File: config.mk
export PLATFORM = sky130hd
export DESIGN_NAME = battleship_shot_engine
export DESIGN_NICKNAME = d
export VERILOG_FILES = /design/src/rtl/battleship_shot_engine.sv
export SDC_FILE = /design/constraint.sdc
export NUM_CORES = 1
export LEC_CHECK = 0
export ABC_AREA = 1
export CAP_MARGIN = 10
export CORE_MARGIN = 3
export CORE_UTILIZATION = 30
export DETAILED_ROUTE_END_ITERATION = 16
export HOLD_SLACK_MARGIN = 0.02
export PLACE_DENSITY = 0.5
export SLEW_MARGIN = 20
export SYNTH_ARGS = -nofsm -noshare
export SYNTH_HDL_FRONTEND = slang
export SYNTH_SLANG_ARGS = --single-unit
File: constraint.sdc
create_clock -name clock -period 6.3 [get_ports clock]
set_clock_uncertainty 0.05 [all_clocks]
set_input_delay 0.63 -clock clock [delete_from_list [all_inputs] [get_ports clock]]
set_output_delay 0.63 -clock clock [all_outputs]
set_load 0.02 [all_outputs]
File: src/rtl/battleship_shot_engine.sv
// Sequential battleship shot engine: scans a 3x3 or 5x5 window per shot against a fixed fleet.
// Optional macro SHOT_COUNT_EN adds a saturating shots_fired counter output.
module battleship_shot_engine #(
  parameter int GRID      = 10,
  parameter int COORD_W   = 4,
  parameter int BIG_BOMBS = 3,
  parameter int HIT_W     = 5
) (
  input  logic               clock,
  input  logic               reset,
  input  logic               score,
  input  logic [COORD_W-1:0] x,
  input  logic [COORD_W-1:0] y,
  input  logic               big,
  output logic               busy,
  output logic               done,
  output logic               wrong,
  output logic               hit,
  output logic               near_miss,
  output logic               miss,
  output logic [4:0]         biggest_ship,
  output logic [4:0]         sunk,
  output logic [HIT_W-1:0]   num_hits,
  output logic [1:0]         big_left,
  output logic               game_over
`ifdef SHOT_COUNT_EN
  ,
  output logic [7:0]         shots_fired
`endif
);

  localparam int MEM_W = $clog2(GRID*GRID);
  localparam logic [COORD_W-1:0] GRID_C = COORD_W'(GRID);

  typedef enum logic [1:0] {IDLE, SCAN, REPORT} state_t;
  state_t state, state_nxt;

  logic [COORD_W-1:0] lx, ly;
  logic               lbig;
  logic signed [2:0]  dx, dy;
  logic               hflag, nflag, wflag;
  logic [4:0]         bflags;
  logic [GRID*GRID-1:0] mem;
  logic [2:0]         dmg [5];
  logic               res_wrong, res_hit, res_near, res_miss, res_go;
  logic [4:0]         res_big, res_sunk;

  function automatic logic [2:0] ship_at(input int cx, input int cy);
    if (cy == 6 && (cx == 7 || cx == 8))             return 3'd0;
    else if (cx == 2 && cy >= 8 && cy <= 10)         return 3'd1;
    else if (cy == 1 && cx >= 2 && cx <= 4)          return 3'd2;
    else if (cy == 2 && cx >= 1 && cx <= 4)          return 3'd3;
    else if (cy == 3 && cx >= 2 && cx <= 6)          return 3'd4;
    else                                             return 3'd7;
  endfunction

  function automatic logic [2:0] ship_size(input int i);
    case (i)
      0:       return 3'd2;
      1, 2:    return 3'd3;
      3:       return 3'd4;
      default: return 3'd5;
    endcase
  endfunction

  function automatic logic [HIT_W-1:0] sat_inc(input logic [HIT_W-1:0] v);
    return (&v) ? v : v + 1'b1;
  endfunction

  function automatic logic [4:0] top_bit(input logic [4:0] v);
    logic [4:0] r;
    r = '0;
    for (int i = 0; i < 5; i++)
      if (v[i]) r = 5'(1) << i;
    return r;
  endfunction

  // Current scan cell, its window role and its fleet membership
  int cxi, cyi, dxi, dyi, lim, mi;
  logic on_board, struck, is_ship, fresh, last, bad_shot;
  logic [2:0] sid;
  logic [MEM_W-1:0] mem_idx;
  logic [4:0] live_sunk;

  always_comb begin
    dxi      = int'(dx);
    dyi      = int'(dy);
    cxi      = int'(lx) + dxi;
    cyi      = int'(ly) + dyi;
    lim      = lbig ? 2 : 1;
    on_board = (cxi >= 1) && (cxi <= GRID) && (cyi >= 1) && (cyi <= GRID);
    mi       = on_board ? (cyi - 1) * GRID + (cxi - 1) : 0;
    mem_idx  = MEM_W'(mi);
    struck   = lbig ? (dxi >= -1 && dxi <= 1 && dyi >= -1 && dyi <= 1)
                    : (dxi == 0 && dyi == 0);
    sid      = ship_at(cxi, cyi);
    is_ship  = on_board && (sid != 3'd7);
    fresh    = is_ship && struck && !mem[mem_idx];
    last     = (dxi == lim) && (dyi == lim);
    bad_shot = (x == '0) || (x > GRID_C) || (y == '0) || (y > GRID_C) ||
               (big && big_left == 2'd0);
    for (int i = 0; i < 5; i++)
      live_sunk[i] = (dmg[i] == ship_size(i));
  end

  always_comb begin
    state_nxt = state;
    case (state)
      IDLE:    if (score) state_nxt = bad_shot ? REPORT : SCAN;
      SCAN:    if (last) state_nxt = REPORT;
      default: state_nxt = IDLE;
    endcase
  end

  always_ff @(posedge clock) begin
    if (reset) begin
      state     <= IDLE;
      mem       <= '0;
      for (int i = 0; i < 5; i++) dmg[i] <= '0;
      num_hits  <= '0;
      big_left  <= 2'(BIG_BOMBS);
      wflag     <= 1'b0;
      hflag     <= 1'b0;
      nflag     <= 1'b0;
      bflags    <= '0;
      res_wrong <= 1'b0;
      res_hit   <= 1'b0;
      res_near  <= 1'b0;
      res_miss  <= 1'b0;
      res_big   <= '0;
      res_sunk  <= '0;
      res_go    <= 1'b0;
`ifdef SHOT_COUNT_EN
      shots_fired <= '0;
`endif
    end else begin
      state <= state_nxt;
      case (state)
        IDLE: if (score) begin
          if (bad_shot) begin
            wflag <= 1'b1;
          end else begin
            wflag  <= 1'b0;
            lx     <= x;
            ly     <= y;
            lbig   <= big;
            dx     <= big ? -3'sd2 : -3'sd1;
            dy     <= big ? -3'sd2 : -3'sd1;
            hflag  <= 1'b0;
            nflag  <= 1'b0;
            bflags <= '0;
            if (big) big_left <= big_left - 2'd1;
`ifdef SHOT_COUNT_EN
            if (shots_fired != 8'hff) shots_fired <= shots_fired + 8'd1;
`endif
          end
        end
        SCAN: begin
          if (fresh) begin
            mem[mem_idx] <= 1'b1;
            dmg[sid]     <= dmg[sid] + 3'd1;
            num_hits     <= sat_inc(num_hits);
            hflag        <= 1'b1;
            bflags       <= bflags | (5'(1) << sid);
          end else if (is_ship) begin
            nflag <= 1'b1;
          end
          if (dxi == lim) begin
            dx <= 3'(-lim);
            dy <= dy + 3'sd1;
          end else begin
            dx <= dx + 3'sd1;
          end
        end
        default: begin
          res_wrong <= wrong;
          res_hit   <= hit;
          res_near  <= near_miss;
          res_miss  <= miss;
          res_big   <= biggest_ship;
          res_sunk  <= sunk;
          res_go    <= game_over;
        end
      endcase
    end
  end

  // Results are live from scratch during REPORT and held in res_* afterwards
  always_comb begin
    busy = (state != IDLE);
    done = (state == REPORT);
    if (state == REPORT) begin
      wrong        = wflag;
      hit          = !wflag && hflag;
      near_miss    = !wflag && !hflag && nflag;
      miss         = !wflag && !hflag && !nflag;
      biggest_ship = wflag ? res_big : top_bit(bflags);
      sunk         = live_sunk;
      game_over    = &live_sunk;
    end else begin
      wrong        = res_wrong;
      hit          = res_hit;
      near_miss    = res_near;
      miss         = res_miss;
      biggest_ship = res_big;
      sunk         = res_sunk;
      game_over    = res_go;
    end
  end

endmodule

== Yosys cells after proc, flatten, opt, wreduce, memory -nomap -nowiden ==
Memories as Yosys holds them, arrays and structs flattened.
Cells that the tools add are included.

* Bits in registers: 147
* Bits in writable memories: 15
* Bits of input ports: 12
* Output and inout port bits: 24
* Memories: 1

* $add $sub $neg: 11
* Multipliers: 1
* $lt $le $gt $ge: 16
* Eq/ne operators: 24
* Shift-type cells: 1
* Mux-type cells: 57
* Bitwise gates (word level): 5
* Reduce and logical (&&, ||, !) cells: 57

{| class="wikitable"
|+ Memory list
! name !! depth !! bits a word !! rd ports !! clocked after Yosys merged registers in !! write ports !! line !! source
|-
| dmg || 5 || 3 || 6 || 0 || 5 || 44 || <nowiki>logic [2:0] dmg [5];</nowiki>
|}

{| class="wikitable"
|+ Operators with widths
! cell !! number
|-
| $or 100x100->100 || 1
|-
| $logic_not 32->1 || 2
|-
| $mux 5 || 10
|-
| $mux 3 || 10
|-
| $logic_and 1x1->1 || 26
|-
| $mux 1 || 23
|-
| $reduce_and 5->1 || 4
|-
| $eq 6x3->1 const B || 3
|-
| $reduce_and 4->1 || 4
|-
| $ne 2x2->1 const B || 7
|-
| $sub 6x2->7 const B || 2
|-
| $add 5x3->6 || 2
|-
| $eq 6x4->1 const B || 2
|-
| $ge 6x2->1 const B || 2
|-
| $le 6x4->1 const B || 2
|-
| $le 6x5->1 const B || 2
|-
| $pmux 3 s2 || 2
|-
| $mux 2 || 5
|-
| $pmux 5 s2 || 1
|-
| $eq 3x2->1 const B || 3
|-
| $gt 4x4->1 const B || 2
|-
| $logic_not 4->1 || 2
|-
| $lt 7x8->1 const B || 1
|-
| $add 7x7->7 || 1
|-
| other kinds (34) || 53
|}

== Depth between registers and ports, before layout ==
Gate-level depths: netlist (run 1).

* Word-level depth: 19
* Gate-level depth with buffers: 34
* Gate-level depth less buffers: 34

== Least setup slack after synthesis (run 1) ==
OpenSTA, ideal clock, no wires.

* Path kind: register to register
* Start point: register dy[0]
* End point: memory dmg[1][0], enable pin
* Library setup time: 0.267 ns
* Data arrival time: 4.660 ns
* Required time: 5.983 ns
* Setup slack: 1.323 ns
* Stages on the path, launching flop included: 28
* Buffers on the path: 0
* Period minus slack after synthesis: 4.977 ns
* Path through: edfxtp_1 -> ha_1 -> inv_1 -> fa_1 -> inv_1 -> ha_1 -> inv_1 -> ha_1 -> ha_1 -> inv_1 -> fa_1 -> xnor2_1 -> ha_1 -> a21oi_1 -> xnor2_1 -> xnor2_1 -> xnor2_1 -> nand3_1 -> nor2_1 -> nand3_1 -> nand2_1 -> inv_1 -> nand2_1 -> nor2_4 -> nand2_1 -> inv_1 -> nand2_1 -> nand2_1

{| class="wikitable"
|+ RTL lines
! element !! line !! source
|-
| from (decl) || 40 || <nowiki>logic signed [2:0] dx, dy;</nowiki>
|-
| from (signal assigned) || 148 || <nowiki>dy <= big ? -3'sd2 : -3'sd1;</nowiki>
|-
| from (signal assigned) || 170 || <nowiki>dy <= dy + 3'sd1;</nowiki>
|-
| to (decl) || 44 ||
|}

==> Flow_metrics.wiki, run 1 <==
{| class="wikitable"
! Metric !! Value
|-
| Clock sinks || 165
|-
| Yosys cell types || 41
|-
| Root cell of the clock tree || sky130_fd_sc_hd__clkbuf_16
|-
| Starting density of the core || 0.3076
|-
| Cts hold-fix bufs || 0
|-
| Timing startpoint of the critical path || dy[0]
|-
| Area taken by flip-flops and latches || around 3600 um^2
|-
| Post-route non-filler standard cell count || 1,782
|-
| Portion of synthesized cell area occupied by the leading cell type || 0.2688
|-
| Deepest level of the CTS H-tree || 4
|-
| First-pass GRT wire length || 43,150 um
|-
| Most frequent cells in the layout || 318 x sky130_fd_sc_hd__nand2_1, 219 x sky130_fd_sc_hd__inv_1, 145 x sky130_fd_sc_hd__nand3_1
|-
| Fill cell count || roughly 3,400
|-
| Signal arrival time at the worst endpoint || approximately 5.8 ns
|-
| Final number of max-transition violations || 0
|-
| I/O pin total || 36
|-
| 1st-iter DRT viols || around 500
|-
| Worst IR Drop VDD || ~0.21 mV
|-
| Avg WL per Cell || ~15 um
|-
| Overflow left after global routing || 0
|-
| Antenna diode instance count || 0
|-
| Total count of hold-check failures in the final report || 0
|-
| Slowest stage delay, CP || 0.44 ns
|-
| Chip Width || around 190 um
|-
| Max Cap Viol || 0
|-
| Die area || 34,980 um^2
|-
| Die boundary height || between 150 and 200 um
|-
| Warnings, synthesis || 0
|-
| Source of the worst register-to-register timing path || dy[0]
|-
| Required time of the critical path || 6.38 ns
|-
| Post-CTS clock slew at the launch and capture registers of the worst setup and hold paths || approximately 0.07 ns
|-
| Via count || 8,435
|-
| Number of CTS-inserted buffers || 17
|-
| Number of cells after detailed placement || ~1,700
|-
| Site Rows || 65
|-
| DP HPWL || 17,020 um
|-
| Total routed wirelength || roughly 27,000 um
|-
| Share of synthesized registers carrying an async set or reset || 0
|-
| Ranking of synthesized cells by area || sky130_fd_sc_hd__dfxtp_1 27%, sky130_fd_sc_hd__nand2_1 12%, sky130_fd_sc_hd__o22ai_2 11%, sky130_fd_sc_hd__edfxtp_1 10%, sky130_fd_sc_hd__inv_1 8.4%
|-
| Detailed-routing iteration count for the pre-antenna-repair pass || 5
|-
| Average via count per standard cell || 4.733
|-
| CTS tree || built
|-
| Capture instance of the worst register-to-register path || dmg[1][1]
|-
| Total Nets Final || approximately 1,400
|-
| Headroom to the max-slew limit || 0.4073
|-
| Clock latency on the worst-skew pair || about 0.44 ns
|-
| Library cell occupying the most area in the post-synthesis netlist || sky130_fd_sc_hd__dfxtp_1
|-
| Sequential fraction of the synthesis area || 0.3696
|-
| Post-synthesis sequential element count || around 170
|-
| Kind of end point of the critical path || flip-flop
|-
| Final TNS setup || 0 ns
|-
| Worst hold path type || flip-flop to flip-flop
|-
| Count of flip-flops with a built-in enable after synthesis || 33
|-
| Total track usage || 0.1520
|-
| Setup crit start kind || flip-flop
|-
| Path depth of the worst reg2reg path || 31
|-
| FF-to-FF setup slack || slightly above 0.6 ns
|-
| Commonest non-fill, non-tap cell in the layout || sky130_fd_sc_hd__nand2_1
|-
| Final RePlAce weighted congestion || 0.8298
|-
| Post-Syn Area || 9832 um^2
|-
| Fmax achieved || 175.6 MHz
|-
| Status || finished clean
|-
| Number of design rule violations left after detail routing || 0
|-
| Port Buffer Count || 35
|-
| Setup Crit Path Kind || flip-flop to flip-flop
|-
| Static leakage power || between 0.004 and 0.005 uW
|-
| Endpoint with the worst hold slack || res_sunk[0]
|-
| Number of global-route vias before repair || slightly above 8,000
|-
| Overall power consumption || 2846 uW
|-
| Hold wc startpoint || res_sunk[0]
|-
| Dominant synthesized flop cell || sky130_fd_sc_hd__dfxtp_1
|-
| Layout cell share with drive strength beyond 1 || 0.1173
|-
| Cell seen most often among critical-path stages || sky130_fd_sc_hd__nand2_1
|-
| Final setup violation count || 0
|-
| Number of antenna violations at the first check in global routing || 0
|-
| Total area of multi-input combinational cells || 5055 um^2
|-
| Post-Syn Instances || 1,316
|-
| Worst Hold Path Cells || 2
|-
| Clock Path Buffers || 2
|-
| Slowest-stage cell, CP || sky130_fd_sc_hd__fa_1
|-
| Core Box Area || 31,960 um^2
|-
| Detail Route Antenna Nets || 0
|-
| Unrepaired setup endpoints after global routing || no
|-
| Measured slew at the worst slew-check pin || 0.8891 ns
|-
| Ratio of final minimum period to clock period || 0.9041
|-
| Synthesized area per cell || around 7.5 um^2
|-
| Worst-path fanout max || 8
|-
| Min cycle time layout || 5.696 ns
|-
| Largest net degree at the start of global routing || between 100 and 150
|-
| Ratio of total power to cell area || 254.0 nW/um^2
|-
| Layout overhead on the synthesized area || 13.96%
|}
[layout make-up]
| class | count | share of cell area |
|---|---|---|
| clock buffers | 19 | 0.03953 |
| clock inverters | 13 | 0.01496 |
| inverters | 223 | 0.07471 |
| multi-input cells | 874 | 0.4511 |
| flip-flops and latches | 165 | 0.3243 |
| well taps | 435 | 0.04858 |
| repair buffers | 53 | 0.04679 |
[sequential cells by signal (all words and copies together), names as in the netlist, 2 cells and up]
name and flops:
ly 4, dy 3, res_sunk 5, state 2
dx 3, lx 4, big_left 2, num_hits 5
dmg 18, mem 100, res_big 5, bflags 5
[Yosys cell counts (13+ instances only)]
cell and instances:
sky130_fd_sc_hd__o21ai_0 35, sky130_fd_sc_hd__inv_1 219, sky130_fd_sc_hd__nor2_1 114, sky130_fd_sc_hd__clkbuf_1 30, sky130_fd_sc_hd__ha_1 41, sky130_fd_sc_hd__dfxtp_1 132, sky130_fd_sc_hd__nand4_1 13, sky130_fd_sc_hd__edfxtp_1 33
sky130_fd_sc_hd__o22ai_2 89, sky130_fd_sc_hd__a21oi_1 37, sky130_fd_sc_hd__nand2_1 319, sky130_fd_sc_hd__nand3_1 145
[how the worst max path moves through the flow]
stage,end,slack [ns],cells past startpoint
2_1_floorplan,dmg[1][0],1.32,27
3_3_place_gp,hflag,0.74,26
3_5_place_dp,mem[78],0.58,31
4_1_cts,mem[78],0.54,31
5_1_grt,dmg[1][1],0.06,31
6_report,dmg[1][1],0.60,31
[report_power, final]
group / total [uW] / internal, uW / switching, uW
combinational: 622 / 200 / 422
sequential: 1110 / 1100 / 10.9
clock: 1110 / 641 / 473
[metrics by stage]
step | setup slack, ns | area, um^2 | util | hold WS, ns
4_1_cts | 0.5375 | 11170 | 0.3495 | 0.4169
3_5_place_dp | 0.5754 | 10560 | 0.3304 | 0.4008
2_1_floorplan | 1.323 | 9839 | - | 0.3786
5_1_grt | 0.05888 | 11200 | 0.3506 | 0.4337
3_3_place_gp | 0.7432 | 10560 | 0.3304 | 0.3933
6_report | 0.6044 | 11200 | 0.3506 | 0.4118
[worst max-delay path: cells and delay by family, from the launching register on]
family | cells | cell delay, ns
buffers and inverters | 6 | 0.51
XOR/XNOR | 4 | 0.67
AND/OR/NAND/NOR | 13 | 1.66
adder cells (fa/ha/maj) | 6 | 1.82
flip-flops | 1 | 0.43
AO/OA/AOI/OAI | 2 | 0.26
[layer usage]
metal / routed length, um / share of wire / up-vias / global-route usage
met5: 0 / 0 / - / 0
met4: 315 / 0.012 / 0 / 0.03926
met3: 839 / 0.031 / 23 / 0.02736
met2: 12580 / 0.47 / 130 / 0.2512
met1: 12970 / 0.49 / 3974 / 0.2056
li1: - / - / 4308 / -
[cells by family (layout without fill, tap and decap cells)]
logic type | count (synthesis) | after routing | share of synthesized area
AND/OR/NAND/NOR | 614 | 614 | 0.2625
buffers and inverters | 279 | 308 | 0.1178
AO/OA/AOI/OAI | 195 | 195 | 0.1732
flip-flops | 165 | 165 | 0.3696
adder cells (fa/ha/maj) | 45 | 45 | 0.06032
XOR/XNOR | 16 | 16 | 0.01502
other | 1 | 3 | 0.0003814
multiplexers | 1 | 1 | 0.001145
[repair_timing]
action | CTS | global route
setup buffers | 0 | 0
gates resized for setup | 0 | 1
endpoints found under the setup margin | 0 | 19
Note: power is estimated with default switching activity, not from simulation.
==> inputs of run 2 (changes only) <==
--- a/config.mk
+++ b/config.mk
@@ -12,6 +12,7 @@
 export DETAILED_ROUTE_END_ITERATION = 16
 export HOLD_SLACK_MARGIN = 0.02
 export PLACE_DENSITY = 0.5
+export SKIP_LAST_GASP = 1
 export SLEW_MARGIN = 20
 export SYNTH_ARGS = -nofsm -noshare
 export SYNTH_HDL_FRONTEND = slang
==> results of run 2 <==
The final DEF is identical to that of run 1; final timing and power are the same.
==> inputs of run 3 (changes only) <==
--- a/config.mk
+++ b/config.mk
@@ -6,12 +6,13 @@
 export NUM_CORES = 1
 export LEC_CHECK = 0
 export ABC_AREA = 1
-export CAP_MARGIN = 10
+export CAP_MARGIN = 20
 export CORE_MARGIN = 3
-export CORE_UTILIZATION = 30
+export CORE_UTILIZATION = 62
+export CTS_CLUSTER_SIZE = 40
 export DETAILED_ROUTE_END_ITERATION = 16
 export HOLD_SLACK_MARGIN = 0.02
-export PLACE_DENSITY = 0.5
+export PLACE_DENSITY = 0.86
 export SKIP_LAST_GASP = 1
 export SLEW_MARGIN = 20
 export SYNTH_ARGS = -nofsm -noshare
==> Flow_metrics.wiki, run 3 (synthesis results as in run 1) <==
{| class="wikitable"
! Metric !! Value
|-
| Overflow left after global routing || 0 (unchanged)
|-
| Signal arrival time at the worst endpoint || 6.16 ns (was 5.77 ns)
|-
| Final setup violation count || 0 (unchanged)
|-
| Setup Crit Path Kind || flip-flop to flip-flop (unchanged)
|-
| Die area || 17,410 um^2 (was 34,980 um^2)
|-
| Fin area || 10,880 um^2 (was 11,200 um^2)
|-
| Number of CTS-inserted buffers || 17 (unchanged)
|-
| Slowest-stage cell, CP || sky130_fd_sc_hd__fa_1 (unchanged)
|-
| Min cycle time layout || 5.928 ns (was 5.696 ns)
|-
| Ratio of total power to cell area || 257.7 nW/um^2 (was 254.0 nW/um^2)
|-
| Path depth of the worst reg2reg path || 31 (unchanged)
|-
| Max reg flops || 100 (unchanged)
|-
| Most flop-heavy register || mem (unchanged)
|-
| Worst hold path type || flip-flop to flip-flop (unchanged)
|-
| Root cell of the clock tree || sky130_fd_sc_hd__clkbuf_16 (unchanged)
|-
| Commonest non-fill, non-tap cell in the layout || sky130_fd_sc_hd__nand2_1 (unchanged)
|-
| Ratio of final minimum period to clock period || 0.9410 (was 0.9041)
|-
| Site Rows || 45 (was 65)
|-
| Total track usage || 0.2750 (was 0.1520)
|-
| Total count of hold-check failures in the final report || 0 (unchanged)
|-
| Area after DPL || 10,260 um^2 (was 10,560 um^2)
|-
| Worst Hold Path Cells || 2 (unchanged)
|-
| Max Cap Viol || 0 (unchanged)
|-
| Number of cells upsized or downsized after cts || 0 (unchanged)
|-
| Number of global-route vias before repair || 8,457 (was 8,115)
|-
| Total routed wirelength || 24,070 um (was 26,710 um)
|-
| I/O pin total || 36 (unchanged)
|-
| Clock latency on the worst-skew pair || 0.44 ns (about the same)
|-
| Worst IR Drop VDD || 0.2410 mV (was 0.2132 mV)
|-
| Antenna diode instance count || 0 (unchanged)
|-
| Kind of end point of the critical path || flip-flop (unchanged)
|-
| DP HPWL || 15,490 um (was 17,020 um)
|-
| Slowest stage delay, CP || 0.45 ns (was 0.44 ns)
|-
| Post-CTS clock slew at the launch and capture registers of the worst setup and hold paths || 0.07 ns (about the same)
|-
| Status || finished clean (unchanged)
|-
| Headroom to the max-slew limit || 0.4040 (was 0.4073)
|-
| Measured slew at the worst slew-check pin || 0.8940 ns (was 0.8891 ns)
|-
| Layout overhead on the synthesized area || 10.63% (was 13.96%)
|-
| Post-CTS setup buffer count || 0 (unchanged)
|-
| Final TNS setup || 0 ns (unchanged)
|-
| First-pass GRT wire length || 39,720 um (was 43,150 um)
|-
| Avg WL per Cell || 15.49 um (was 14.99 um)
|-
| Die boundary height || 131.9 um (was 187.0 um)
|-
| Clock sinks || 165 (unchanged)
|-
| Final RePlAce weighted congestion || 0.9248 (was 0.8298)
|-
| 1st-iter DRT viols || 856 (was 495)
|-
| Via count || 8,812 (was 8,435)
|-
| Total Nets Final || 1,387 (was 1,391)
|-
| Required time of the critical path || 6.53 ns (was 6.38 ns)
|-
| Detail Route Antenna Nets || 0 (unchanged)
|-
| Worst hold slack after final layout || 0.4058 ns (was 0.4118 ns)
|-
| Most frequent cells in the layout || 318 x sky130_fd_sc_hd__nand2_1, 219 x sky130_fd_sc_hd__inv_1, 145 x sky130_fd_sc_hd__nand3_1 (unchanged)
|-
| Cell seen most often among critical-path stages || sky130_fd_sc_hd__nand2_1 (unchanged)
|-
| Cts hold-fix bufs || 0 (unchanged)
|-
| CTS tree || built (unchanged)
|-
| Largest net degree at the start of global routing || 102 (unchanged)
|-
| Port Buffer Count || 35 (unchanged)
|-
| Deepest level of the CTS H-tree || 4 (unchanged)
|-
| Utilization after layout || 0.7076 (was 0.3506)
|-
| Core Box Area || 15,370 um^2 (was 31,960 um^2)
|-
| Clock Path Buffers || 2 (unchanged)
|-
| Setup crit start kind || flip-flop (unchanged)
|-
| Fmax achieved || 168.7 MHz (was 175.6 MHz)
|-
| Final number of max-transition violations || 0 (unchanged)
|-
| Starting density of the core || 0.6396 (was 0.3076)
|-
| Detailed-routing iteration count for the pre-antenna-repair pass || 6 (was 5)
|-
| Static leakage power || 0.004442 uW (was 0.004468 uW)
|-
| Number of antenna violations at the first check in global routing || 0 (unchanged)
|-
| Biggest regs || mem: 100 flops, dmg: 18 flops (unchanged)
|-
| Unrepaired setup endpoints after global routing || no (unchanged)
|-
| Layout cell share with drive strength beyond 1 || 0.1169 (was 0.1173)
|-
| Worst-path fanout max || 101 (was 8)
|-
| Average via count per standard cell || 5.671 (was 4.733)
|-
| Number of design rule violations left after detail routing || 0 (unchanged)
|-
| Overall power consumption || 2803 uW (was 2846 uW)
|-
| Chip Width || 131.9 um (was 187.0 um)
|}
-- run 3: stage by stage --
stage               instances  worst slack [ns]
floorplan                1318             1.323
global placement         1522            0.8533
detailed placement       1522            0.6205
CTS                      1554            0.4978
global route             1554           0.03353
finish                   1554            0.3720
-- run 3: final timing paths --
kind | from | endpoint | slack (ns)
worst min register to register | res_sunk[0] | res_sunk[0] | 0.41
worst max register to register | dy[0] | hflag | 0.37
worst min-delay path | res_sunk[0] | res_sunk[0] | 0.41
worst max-delay path | dy[0] | hflag | 0.37
-- run 3: per-layer routing --
layer  vias up  GRT usage  wire length, um
li1       4296          -                -
met1      4106     0.3312             9842
met2       323     0.4772            11770
met3        87    0.05000             1567
met4         0     0.1272              883
met5         -          0                0
-- run 3: final cells by class --
class | count | area [um^2]
clock buffers | 21 | 491.7
clock inverters | 11 | 121.4
fillers | 1222 | 4494
inverters | 223 | 837.1
multi-input cells | 874 | 5060
flip-flops and latches | 165 | 3633
well taps | 211 | 264.0
repair buffers | 49 | 469.2
-- run 3: power by group --
group / switching, uW / internal (uW) / leakage [uW]
Clock: 440 / 639 / 0.000306
Combinational: 416 / 199 / 0.00276
Sequential: 10.8 / 1100 / 0.00138
-- run 3: critical path: cells and delay by family, from the launching register on --
family | cells | cell delay, ns
compound gates | 2 | 0.35
simple gates | 13 | 1.47
fa+ha+maj | 6 | 1.86
flops | 1 | 0.43
buf+inv | 6 | 0.77
xor+xnor | 4 | 0.71
